[config.mk]
export PLATFORM = sky130hd
export DESIGN_NAME = dpic_mem_arbiter
export DESIGN_NICKNAME = d
export VERILOG_FILES = /design/src/rtl/npc_mem_pkg.sv /design/src/rtl/rr_arb2.sv /design/src/rtl/dpic_mem_arbiter.sv
export SDC_FILE = /design/constraint.sdc
export NUM_CORES = 1
export LEC_CHECK = 0
export BUFFER_PORTS_ARGS = -buffer_cell sky130_fd_sc_hd__buf_4
export CAP_MARGIN = 20
export CORE_AREA = 5 5 205 207
export DETAILED_ROUTE_END_ITERATION = 10
export DIE_AREA = 0 0 210 212
export HOLD_SLACK_MARGIN = 0.05
export REMOVE_ABC_BUFFERS = 1
export SLEW_MARGIN = 25
export SYNTH_ARGS = -nofsm -noshare
export SYNTH_HDL_FRONTEND = slang
export SYNTH_SLANG_ARGS = --single-unit
[constraint.sdc]
create_clock -name clock -period 2.9 [get_ports clock]
set_clock_uncertainty 0.05 [all_clocks]
set_input_delay 0 -clock clock [delete_from_list [all_inputs] [get_ports clock]]
set_output_delay 0 -clock clock [all_outputs]
set_load 0.05 [all_outputs]
[src/rtl/npc_mem_pkg.sv]
// rtl/npc_mem_pkg.sv - shared FSM states and store-mask constants for the DPI memory arbiter
package npc_mem_pkg;

  typedef enum logic [1:0] {
    ST_IDLE     = 2'd0,
    ST_IF_RESP  = 2'd1,
    ST_LSU_RESP = 2'd2
  } state_t;

  localparam logic [7:0] MASK_BYTE  = 8'h01;
  localparam logic [7:0] MASK_HALF  = 8'h03;
  localparam logic [7:0] MASK_WORD  = 8'h0F;
  localparam logic [7:0] MASK_DWORD = 8'hFF;

  // Only naturally sized, low-aligned masks are accepted for stores
  function automatic logic mask_legal(input logic [7:0] mask);
    return (mask == MASK_BYTE) || (mask == MASK_HALF) ||
           (mask == MASK_WORD) || (mask == MASK_DWORD);
  endfunction

endpackage

[src/rtl/rr_arb2.sv]
// rtl/rr_arb2.sv - two-way round-robin grant with last-grant pointer
module rr_arb2 (
  input  logic clock,
  input  logic reset,
  input  logic req_if,
  input  logic req_lsu,
  input  logic accept,
  output logic grant_if,
  output logic grant_lsu
);

  // 1 = LSU was granted last, so IF wins the next tie
  logic last_lsu;

  // Grant the sole requester, or on a tie the one not granted last
  always_comb begin
    grant_if  = req_if & (~req_lsu | last_lsu);
    grant_lsu = req_lsu & ~grant_if;
  end

  // Pointer resets to LSU and follows every accepted grant
  always_ff @(posedge clock) begin
    if (!reset) begin
      last_lsu <= 1'b1;
    end else if (accept) begin
      last_lsu <= grant_lsu;
    end
  end

endmodule

[src/rtl/dpic_mem_arbiter.sv]
// rtl/dpic_mem_arbiter.sv - arbitrates fetch and load/store requests onto a single DPI memory port
module dpic_mem_arbiter
  import npc_mem_pkg::*;
(
  input  logic        clock,
  input  logic        reset,
  input  logic        if_req_valid,
  output logic        if_req_ready,
  input  logic [63:0] if_req_addr,
  output logic        if_resp_valid,
  input  logic        if_resp_ready,
  output logic [63:0] if_resp_data,
  input  logic        lsu_req_valid,
  output logic        lsu_req_ready,
  input  logic [63:0] lsu_req_addr,
  input  logic        lsu_req_wen,
  input  logic [63:0] lsu_req_wdata,
  input  logic [7:0]  lsu_req_wmask,
  output logic        lsu_resp_valid,
  input  logic        lsu_resp_ready,
  output logic [63:0] lsu_resp_data,
  output logic        lsu_resp_err,
  output logic        mem_rd_en,
  output logic [63:0] mem_addr,
  input  logic [63:0] mem_rd_data,
  output logic        mem_we_en,
  output logic [63:0] mem_we_data,
  output logic [7:0]  mem_we_mask
);

  state_t      state;
  state_t      state_next;
  logic        idle_ok;
  logic        grant_if;
  logic        grant_lsu;
  logic        accept;
  logic        store_legal;
  logic [63:0] resp_data;
  logic        resp_err;

  // Requests are only visible to the arbiter in IDLE and out of reset
  assign idle_ok     = (state == ST_IDLE) && reset;
  assign accept      = grant_if | grant_lsu;
  assign store_legal = mask_legal(lsu_req_wmask);

  rr_arb2 u_rr_arb2 (
    .clock     (clock),
    .reset     (reset),
    .req_if    (if_req_valid & idle_ok),
    .req_lsu   (lsu_req_valid & idle_ok),
    .accept    (accept),
    .grant_if  (grant_if),
    .grant_lsu (grant_lsu)
  );

  // State register
  always_ff @(posedge clock) begin
    if (!reset) begin
      state <= ST_IDLE;
    end else begin
      state <= state_next;
    end
  end

  // Next state, readies and memory strobes; strobes only in the accept cycle
  always_comb begin
    state_next    = state;
    if_req_ready  = 1'b0;
    lsu_req_ready = 1'b0;
    mem_rd_en     = 1'b0;
    mem_addr      = 64'd0;
    mem_we_en     = 1'b0;
    mem_we_data   = 64'd0;
    mem_we_mask   = 8'd0;
    case (state)
      ST_IDLE: begin
        if_req_ready  = grant_if;
        lsu_req_ready = grant_lsu;
        if (grant_if) begin
          mem_rd_en  = 1'b1;
          mem_addr   = if_req_addr;
          state_next = ST_IF_RESP;
        end else if (grant_lsu) begin
          mem_addr   = lsu_req_addr;
          state_next = ST_LSU_RESP;
          if (!lsu_req_wen) begin
            mem_rd_en = 1'b1;
          end else if (store_legal) begin
            mem_we_en   = 1'b1;
            mem_we_data = lsu_req_wdata;
            mem_we_mask = lsu_req_wmask;
          end
        end
      end
      ST_IF_RESP: begin
        if (if_resp_ready) state_next = ST_IDLE;
      end
      ST_LSU_RESP: begin
        if (lsu_resp_ready) state_next = ST_IDLE;
      end
      default: state_next = ST_IDLE;
    endcase
  end

  // Capture read data (or store status) at the end of the accept cycle
  always_ff @(posedge clock) begin
    if (!reset) begin
      resp_data <= 64'd0;
      resp_err  <= 1'b0;
    end else if (grant_if) begin
      resp_data <= mem_rd_data;
      resp_err  <= 1'b0;
    end else if (grant_lsu) begin
      resp_data <= lsu_req_wen ? 64'd0 : mem_rd_data;
      resp_err  <= lsu_req_wen & ~store_legal;
    end else if (state != ST_IDLE && state_next == ST_IDLE) begin
      resp_data <= 64'd0;
      resp_err  <= 1'b0;
    end
  end

  assign if_resp_valid  = (state == ST_IF_RESP);
  assign if_resp_data   = if_resp_valid ? resp_data : 64'd0;
  assign lsu_resp_valid = (state == ST_LSU_RESP);
  assign lsu_resp_data  = lsu_resp_valid ? resp_data : 64'd0;
  assign lsu_resp_err   = lsu_resp_valid & resp_err;

endmodule

==> results of run 1 <==
==> cells by family after synthesis <==
group                  Yosys count  synth area share [%]
AND/OR/NAND/NOR                221                  24.1
AO/OA/AOI/OAI                  142                  30.2
buffers and inverters          264                  20.1
flip-flops                      68                  25.6
==> sequential cells by signal, indices dropped and copies added (netlist names) <==
register            cells
resp_data              64
state                   2
resp_err                1
u_rr_arb2.last_lsu      1
==> where the power goes <==
part	switching, mW	internal (mW)	total [mW]	leakage (nW)
Sequential	0.0539	0.998	1.05	0.556
Clock	0.437	0.776	1.21	0.162
Combinational	0.883	0.646	1.53	4.84
==> critical path, delay by kind of cell, from the launching register on <==
kind                   cells  cell delay, ns
AND/OR/NAND/NOR            2            1.14
buffers and inverters      2            0.48
flip-flops                 1            0.44
AO/OA/AOI/OAI              1            0.20
==> stage by stage <==
step / instances / cell area (µm²)
detailed placement: 1728 / 10100
floorplan: 630 / 5000
global route: 1814 / 11100
finish: 1815 / 11100
global placement: 1728 / 10100
CTS: 1813 / 11100
==> final cells by class <==
class	count	area (µm²)
Clock inverter	6	87.6
Inverter	199	747
Clock buffer	10	239
Timing Repair Buffer	635	5080
Fill cell	4305	29000
Sequential cell	68	1360
Antenna cell	2	5.00
Multi-Input combinational cell	363	2960
Tap cell	532	666
==> cells in the mapped netlist (all sizes together) <==
cell type | n | area share (%)
and4 | 1 | 0.16
nor4 | 1 | 0.12
o21a | 1 | 0.14
o221ai | 1 | 0.16
nor3b | 1 | 0.35
a31o | 1 | 0.16
nand2 | 3 | 0.21
dfxtp | 68 | 26
a21oi | 2 | 0.19
inv | 199 | 14
and3 | 3 | 0.35
a32o | 1 | 0.19
nor2 | 5 | 0.35
o31ai | 1 | 0.14
o32ai | 64 | 17
a22o | 64 | 11
o311ai | 1 | 0.49
nand3 | 1 | 0.094
nor2b | 3 | 0.35
o21ai | 2 | 0.19
a21boi | 1 | 0.14
nor3 | 73 | 6.9
nand2b | 1 | 0.12
a31oi | 2 | 0.23
buf | 39 | 4.3
a21o | 1 | 0.14
and2 | 129 | 15
clkbuf | 26 | 1.8
==> worst min-delay path by stage <==
stage                        start                   endpoint  depth (start not counted)
finish              lsu_resp_ready      resp_err$_SDFFE_PP0P_                          4
floorplan                    reset        state[1]$_SDFF_PN0_                          2
global placement    mem_rd_data[3]  resp_data[3]$_SDFFE_PN0P_                          3
global route        lsu_resp_ready      resp_err$_SDFFE_PP0P_                          4
CTS                 lsu_resp_ready      resp_err$_SDFFE_PP0P_                          4
detailed placement  mem_rd_data[9]  resp_data[9]$_SDFFE_PN0P_                          3
==> routing by layer <==
layer,up-vias,share of wire (%)
li1,3430,-
met1,3402,39
met2,368,49
met3,40,8.6
met4,4,2.9
met5,-,0.073
==> timing repair <==
action | 4_1_cts | 5_1_grt
hold buffers | 69 | 0
endpoints found under the hold margin | 68 | 0
gates resized for setup | 0 | 0
setup buffers | 0 | 0
==> flow_metrics.tcl, run 1 <==
set metrics [dict create \
    outcome "finished, final reports clean" \
    drive_gt1_share_pct 50.1 \
    worstPathArrival_ns 2.63 \
    final_cell_mix "buf_4 (555), inv_1 (198), and2_1 (129)" \
    gp_congestion 1.13 \
    grt_util_met3_pct 4.56 \
    fmax_ghz 0.373 \
    setup_violations 0 \
    hold_viol 0 \
    seq_area_frac_synth_pct 25.6 \
    grt_use_total_pct 15.5 \
    core_um2 40200 \
    cts_buffers 9 \
    endpoint_kind "output pin" \
    fin_util_pct 27.7 \
    nNetsFinal 1547 \
    clkLatencyLatePin_ns 0.34 \
    crit_path_start "state[1]$_SDFF_PN0_" \
    dr.pass1.iters 5 \
    initial_core_util_pct 13.2 \
    drtIter0Drc 340 \
    drc_errors 0 \
    worst-r2r-cell-count 4 \
    die_w_um 210 \
    whs_ns 0.179 \
    finalCriticalPeriod_ns 2.68 \
    busiest_layer "met2" \
    tightestPinTransition_ns 0.997 \
    cp-start-kind "register" \
    cts.clk_slew.worst_paths_ns 0.06 \
    viasPerCell 3.99 \
    synth_warnings 0 \
    wl_um 36900 \
    cts.sinks 68 \
    h-tree-depth 3 \
    critical_path.most_common_cell "buf_4" \
    critPathKind "reg -> out" \
    worst-path-max-fanout 23 \
    pre_cts_slack_ns 0.598 \
    wire_per_inst_um 20.3 \
    grt_util_met2_pct 27.0 \
    portBuffers 541 \
    peakVddDrop_uv 291 \
    cts_buffer_depth 2 \
    area_delta_synth_final_pct 109 \
    via_count 7244 \
    syn_avg_cell_area_um2 7.66 \
    cts_root_buf "clkbuf_16" \
    p_per_area_nw_per_um2 341 \
    io_pins 542 \
    crit_chain "nor3b_4, and3_2, buf_4, a22o_1, buf_4" \
    grt.met1_usage_pct 18.5 \
    grt_max_degree 74 \
    hp-class "in -> reg" \
    setup_tns_ns 0 \
    final_common_cell "buf_4" \
    grt_overflow_total 0 \
    slew_headroom_pct 33.5 \
    cp_data_required_time_ns 2.85 \
    ys_types 33 \
    r2r-start "state[1]$_SDFF_PN0_" \
    reg2reg_to "resp_data[11]$_SDFFE_PN0P_" \
    endpoint "mem_addr[17]" \
    ant_nets 0 \
    r2r_slack_ns 0.79 \
    max_cap_viol_count 0 \
    grt_pass1_vias 7453 \
    die_h_um 212 \
    cp_slowest_cell "and3_2" \
    ys_ff_latch 68 \
    rows 74 \
    worst_path_largest_cell_delay_ns 0.71 \
    grt_pass1_wl_um 51800 \
    syn-cell-area_um2 5320 \
    dp_hpwl_um 30300 \
    rsz0062_at_grt "false" \
    antenna_found_initial 3 \
    cts_tree "done" \
    finalPower_mw 3.79 \
    setup_ws_ns 0.222 \
    report.final.slew_viol_count 0 \
    p_leak_nw 5.56 \
    dieArea_um2 44500 \
    post-route-period-util_pct 92.4 \
    syn-instance-count 695 \
]
(Power assumes the default switching activity.)
==> run 2, diff against run 1 <==
- CELL_PAD_IN_SITES_DETAIL_PLACEMENT: not set -> 1
- CELL_PAD_IN_SITES_GLOBAL_PLACEMENT: not set -> 2
- CORE_AREA: 5 5 205 207 -> 5 5 206 208
- DIE_AREA: 0 0 210 212 -> 0 0 211 213
- HOLD_SLACK_MARGIN: 0.05 -> 0.06
- PLACE_DENSITY_LB_ADDON: not set -> 0.1
==> flow_metrics.tcl, run 2 (same netlist as run 1, synthesis figures left out) <==
set metrics [dict create \
    cts.sinks 68 \
    io_pins 542 \
    fillers 4926 \
    worst-r2r-cell-count 4 \
    cp-start-kind "register" \
    endpoint "mem_we_data[43]" \
    pre_cts_slack_ns 0.659 \
    ctsHoldBuffers 69 \
    clkLatencyLatePin_ns 0.34 \
    p_leak_nw 5.45 \
    whs_ns 0.193 \
    drtIter0Drc 301 \
    post_cts_buffers 0 \
    crit_chain "nor3b_4, nand3_2, buf_4, nor3_1, buf_4" \
    critical_path.most_common_cell "buf_4" \
    dieArea_um2 44900 \
    cp_slowest_cell "dfxtp_1" \
    die_w_um 211 \
    setup_ws_ns 0.316 \
    grt_max_degree 75 \
    antenna_found_initial 10 \
    tightestPinTransition_ns 0.976 \
    gp_congestion 0.847 \
    viasPerCell 3.89 \
    peakVddDrop_uv 252 \
    grt_use_total_pct 16.6 \
    reg_top3 "resp_data: 64 flops, state: 2 flops" \
    rows 74 \
    final_common_cell "buf_4" \
    dr.pass1.iters 4 \
    cts_root_buf "clkbuf_16" \
    wl_um 40200 \
    outcome "finished, final reports clean" \
    cp_data_required_time_ns 2.85 \
    worst_path_largest_cell_delay_ns 0.44 \
    hold_viol 0 \
    ant_nets 0 \
    rsz0062_at_grt "false" \
    via_count 7037 \
    ctsResizeCount 0 \
    registers.top_by_ff_count "resp_data" \
    cts_buffer_depth 2 \
    nNetsFinal 1534 \
    slew_headroom_pct 34.7 \
    p_per_area_nw_per_um2 327 \
    critPathKind "reg -> out" \
    area_delta_synth_final_pct 105 \
    hp-class "in -> reg" \
    wire_per_inst_um 22.3 \
    endpoint_kind "output pin" \
    initial_core_util_pct 13.2 \
    cts_buffers 9 \
    grt_pass1_wl_um 55000 \
    core_um2 40400 \
    grt_overflow_total 0 \
    finalCriticalPeriod_ns 2.58 \
    worstPathArrival_ns 2.53 \
    grt_pass1_vias 7568 \
    die_h_um 213 \
    crit_path_start "state[1]$_SDFF_PN0_" \
    cts_tree "done" \
    fmax_ghz 0.387 \
    dp_hpwl_um 32400 \
    post-route-period-util_pct 89.1 \
    drc_errors 0 \
    largest_reg_flops 64 \
    h-tree-depth 3 \
    r2r-start "state[1]$_SDFF_PN0_" \
    portBuffers 541 \
    drive_gt1_share_pct 49.5 \
    setup_violations 0 \
    cts.clk_slew.worst_paths_ns 0.06 \
    r2r_slack_ns 0.95 \
    final_cell_mix "buf_4 (548), inv_1 (198), and2_1 (129)" \
    max_cap_viol_count 0 \
    reg2reg_to "resp_data[13]$_SDFFE_PN0P_" \
    worst-path-max-fanout 34 \
    report.final.slew_viol_count 0 \
]
run 2: through the flow:
step | power [mW] | setup TNS [ns] | cells | area (µm²) | utilization (%)
4_1_cts | 3.68 | 0 | 1800 | 10900 | 27.0
3_3_place_gp | 2.50 | 0 | 1715 | 9940 | 24.6
3_5_place_dp | 2.50 | 0 | 1715 | 9940 | 24.6
2_1_floorplan | 1.81 | -303.69 | 630 | 5000 | -
6_report | 3.57 | 0 | 1808 | 10900 | 27.1
5_1_grt | 3.77 | 0 | 1807 | 10900 | 27.1
run 2: layout make-up:
cell class	instances	area [µm²]	area share, %
clock buffer	11	243	2.22
antenna	8	20.0	0.183
sequential	68	1360	12.5
tap	532	666	6.09
clock inverter	5	27.5	0.252
inverter	199	747	6.84
timing repair buffer	622	4900	44.9
multi-input combinational	363	2960	27.1
run 2: how the worst min path moves through the flow:
| stage | endpoint | slack, ns | from | depth (start not counted) |
|---|---|---|---|---|
| global placement | resp_data[11]$_SDFFE_PN0P_ | 0.22 | mem_rd_data[11] | 3 |
| floorplan | state[1]$_SDFF_PN0_ | 0.08 | reset | 2 |
| finish | resp_err$_SDFFE_PP0P_ | 0.19 | lsu_resp_ready | 4 |
| global route | resp_err$_SDFFE_PP0P_ | 0.21 | lsu_resp_ready | 4 |
| detailed placement | resp_data[3]$_SDFFE_PN0P_ | 0.24 | mem_rd_data[3] | 3 |
| CTS | resp_err$_SDFFE_PP0P_ | 0.18 | lsu_resp_ready | 4 |
run 2: power breakdown:
part	internal, mW	switching (mW)	total, mW
logic	0.616	0.871	1.49
clock network	0.596	0.436	1.03
registers	0.998	0.0508	1.05
run 2: metal layers:
layer / vias to the layer above / GRT usage (%) / share of wire, %
met3: 36 / 6.46 / 8.8
met5: - / 0 / 0.067
met2: 277 / 30.9 / 53
met1: 3313 / 17.1 / 36
met4: 4 / 5.57 / 2.1
li1: 3407 / - / -
run 2: worst max-delay path, delay by kind of cell, from the launching register on:
family | cells | cell delay (ns)
buffers and inverters | 2 | 0.65
and+or+nand+nor | 3 | 1.08
DFF | 1 | 0.44
==> run 3, diff against run 2 <==
- ABC_AREA: not set -> 1
- ABC_CLOCK_PERIOD_IN_PS: not set -> 2900
- CORE_AREA: 5 5 206 208 -> 5 5 207 209
- DIE_AREA: 0 0 211 213 -> 0 0 212 214
==> flow_metrics.tcl, run 3 <==
set metrics [dict create \
    hp-class "in -> reg" \
    core_um2 40600 \
    hold_viol 0 \
    grt_max_degree 68 \
    top_layer "met5" \
    gp_congestion 0.857 \
    synth-main-ff-cell "dfxtp_1" \
    seq_area_frac_synth_pct 27.1 \
    fillers 5147 \
    outcome "finished, final reports clean" \
    final_common_cell "buf_4" \
    synth_warnings 0 \
    synth_area_leaders "dfxtp_1 (27%), nor2_1 (20%), nand2_1 (15%)" \
    h-tree-depth 3 \
    route.met3.wl_um 3010 \
    ys_async_sr_fraction_pct 0 \
    cts_tree "done" \
    p_leak_nw 5.81 \
    drive_gt1_share_pct 39.4 \
    portBuffers 541 \
    final_cell_mix "buf_4 (548), nor2_1 (272), nand2_1 (203)" \
    dr.pass1.iters 6 \
    initial_core_util_pct 12.4 \
    antenna_found_initial 5 \
    slew_headroom_pct 41.3 \
    cp-start-kind "register" \
    finalPower_mw 4.21 \
    largest_reg_flops 64 \
    p_per_area_nw_per_um2 396 \
    ys_types 19 \
    whs_ns 0.0926 \
    via_count 7819 \
    io_pins 542 \
    crit_path_start "state[0]$_SDFF_PN0_" \
    post_cts_buffers 0 \
    die_w_um 212 \
    finalCriticalPeriod_ns 2.54 \
    grt_use_total_pct 18.0 \
    syn_avg_cell_area_um2 5.56 \
    clkLatencyLatePin_ns 0.34 \
    setup_violations 0 \
    cp_data_required_time_ns 2.85 \
    hp-start "lsu_req_valid" \
    synth_commonest_cells "nor2_1 (273), nand2_1 (204), inv_1 (146)" \
    fmax_ghz 0.394 \
    yosysTopAreaCell "dfxtp_1" \
    endpoint_kind "output pin" \
    dp_hpwl_um 34800 \
    report.final.slew_viol_count 0 \
    synth_edf_count 0 \
    post-route-period-util_pct 87.4 \
    nNetsFinal 1740 \
    cts_buffer_depth 2 \
    drc_errors 0 \
    grt_pass1_wl_um 60600 \
    ant_nets 0 \
    r2r-start "state[0]$_SDFF_PN0_" \
    drtIter0Drc 270 \
    synth_top_area_share_pct 27.1 \
    ys_ff_latch 68 \
    area_delta_synth_final_pct 111 \
    cts_buffers 9 \
    wl_met1_um 16500 \
    cts.clk_slew.worst_paths_ns 0.06 \
    reg_top3 "resp_data: 64 flops, state: 2 flops" \
    wire_per_inst_um 21.5 \
    worstPathArrival_ns 2.49 \
    dpl_cell_area_um2 9640 \
    grt_pass1_vias 8265 \
    registers.top_by_ff_count "resp_data" \
    grt_overflow_total 0 \
    worst-path-max-fanout 47 \
    critPathKind "reg -> out" \
    synth.most_common_cell "nor2_1" \
    wl_um 43200 \
    syn-cell-area_um2 5030 \
    fin_util_pct 26.1 \
    max_cap_viol_count 0 \
    die_h_um 214 \
    rows 74 \
    rsz0062_at_grt "false" \
    final_design_area_no_fill_um2 10600 \
    cts.sinks 68 \
    syn-instance-count 904 \
    peakVddDrop_uv 241 \
    cts_root_buf "clkbuf_16" \
    tightestPinTransition_ns 0.880 \
    dieArea_um2 45400 \
    setup_tns_ns 0 \
    met2WireLength_um 22500 \
    viasPerCell 3.90 \
]
run 3: cell types whose count changed in the layout (fill, tap and decap cells not counted), sizes merged, moves of 7 or more:
cell   before  now
o32ai      64    0
and2      129    0
inv       199  146
nand2       3  204
diode       8    1
nor3       73    0
nand3       1   68
nor2        5  275
run 3: metal layers:
| metal | global-route usage [%] | vias up |
|---|---|---|
| li1 | - | 3846 |
| met1 | 19.6 | 3654 |
| met2 | 33.8 | 275 |
| met3 | 4.81 | 36 |
| met4 | 5.24 | 8 |
| met5 | 0 | - |
run 3: worst paths after layout:
check                                                       end  slack, ns  cells after the start
worst min register to register  u_rr_arb2.last_lsu$_SDFFE_PN1P_       0.43                      2
worst max register to register            resp_err$_SDFFE_PP0P_       0.49                      9
worst max-delay path                            mem_we_data[49]       0.36                      9
worst min-delay path                        state[1]$_SDFF_PN0_       0.09                      3
run 3: worst max-delay path: stages, from the launching register on:
cell and delay, ns:
dfxtp_1 0.33, inv_1 0.10, nand2_1 0.07, nor2_1 0.10, nand3_1 0.20, nor2_1 0.28, nand3_4 0.25, buf_4 0.37
nor2_1 0.19, buf_4 0.24
run 3: report_power, final:
part | internal, mW | switching (mW)
sequential | 1.06 | 0.0305
clock | 0.681 | 0.462
combinational | 0.733 | 1.25
run 3: layout make-up:
| class | count | area (µm²) | area share, % |
|---|---|---|---|
| Antenna cell | 1 | 2.50 | 0.0236 |
| Clock buffer | 10 | 239 | 2.25 |
| Clock inverter | 5 | 52.6 | 0.495 |
| Inverter | 146 | 548 | 5.16 |
| Multi-Input combinational cell | 622 | 2830 | 26.7 |
| Sequential cell | 68 | 1360 | 12.8 |
| Tap cell | 532 | 666 | 6.27 |
| Timing Repair Buffer | 622 | 4910 | 46.3 |
run 3: cells by family after synthesis:
logic type,synth area share (%)
compound gates,12.4
buf+inv,17.6
flops,27.1
simple gates,43.0
run 3: repair_timing:
item                       CTS  global route
hold endpoints to repair    67             0
gates resized for setup      0             1
setup endpoints to repair    0             6
hold buffers                68             0
run 3: metrics by stage:
stage	setup WS (ns)	instances
3_3_place_gp	0.669	1922
5_1_grt	0.0707	2006
2_1_floorplan	-2.14	836
6_report	0.364	2006
4_1_cts	0.173	2005
3_5_place_dp	0.579	1922
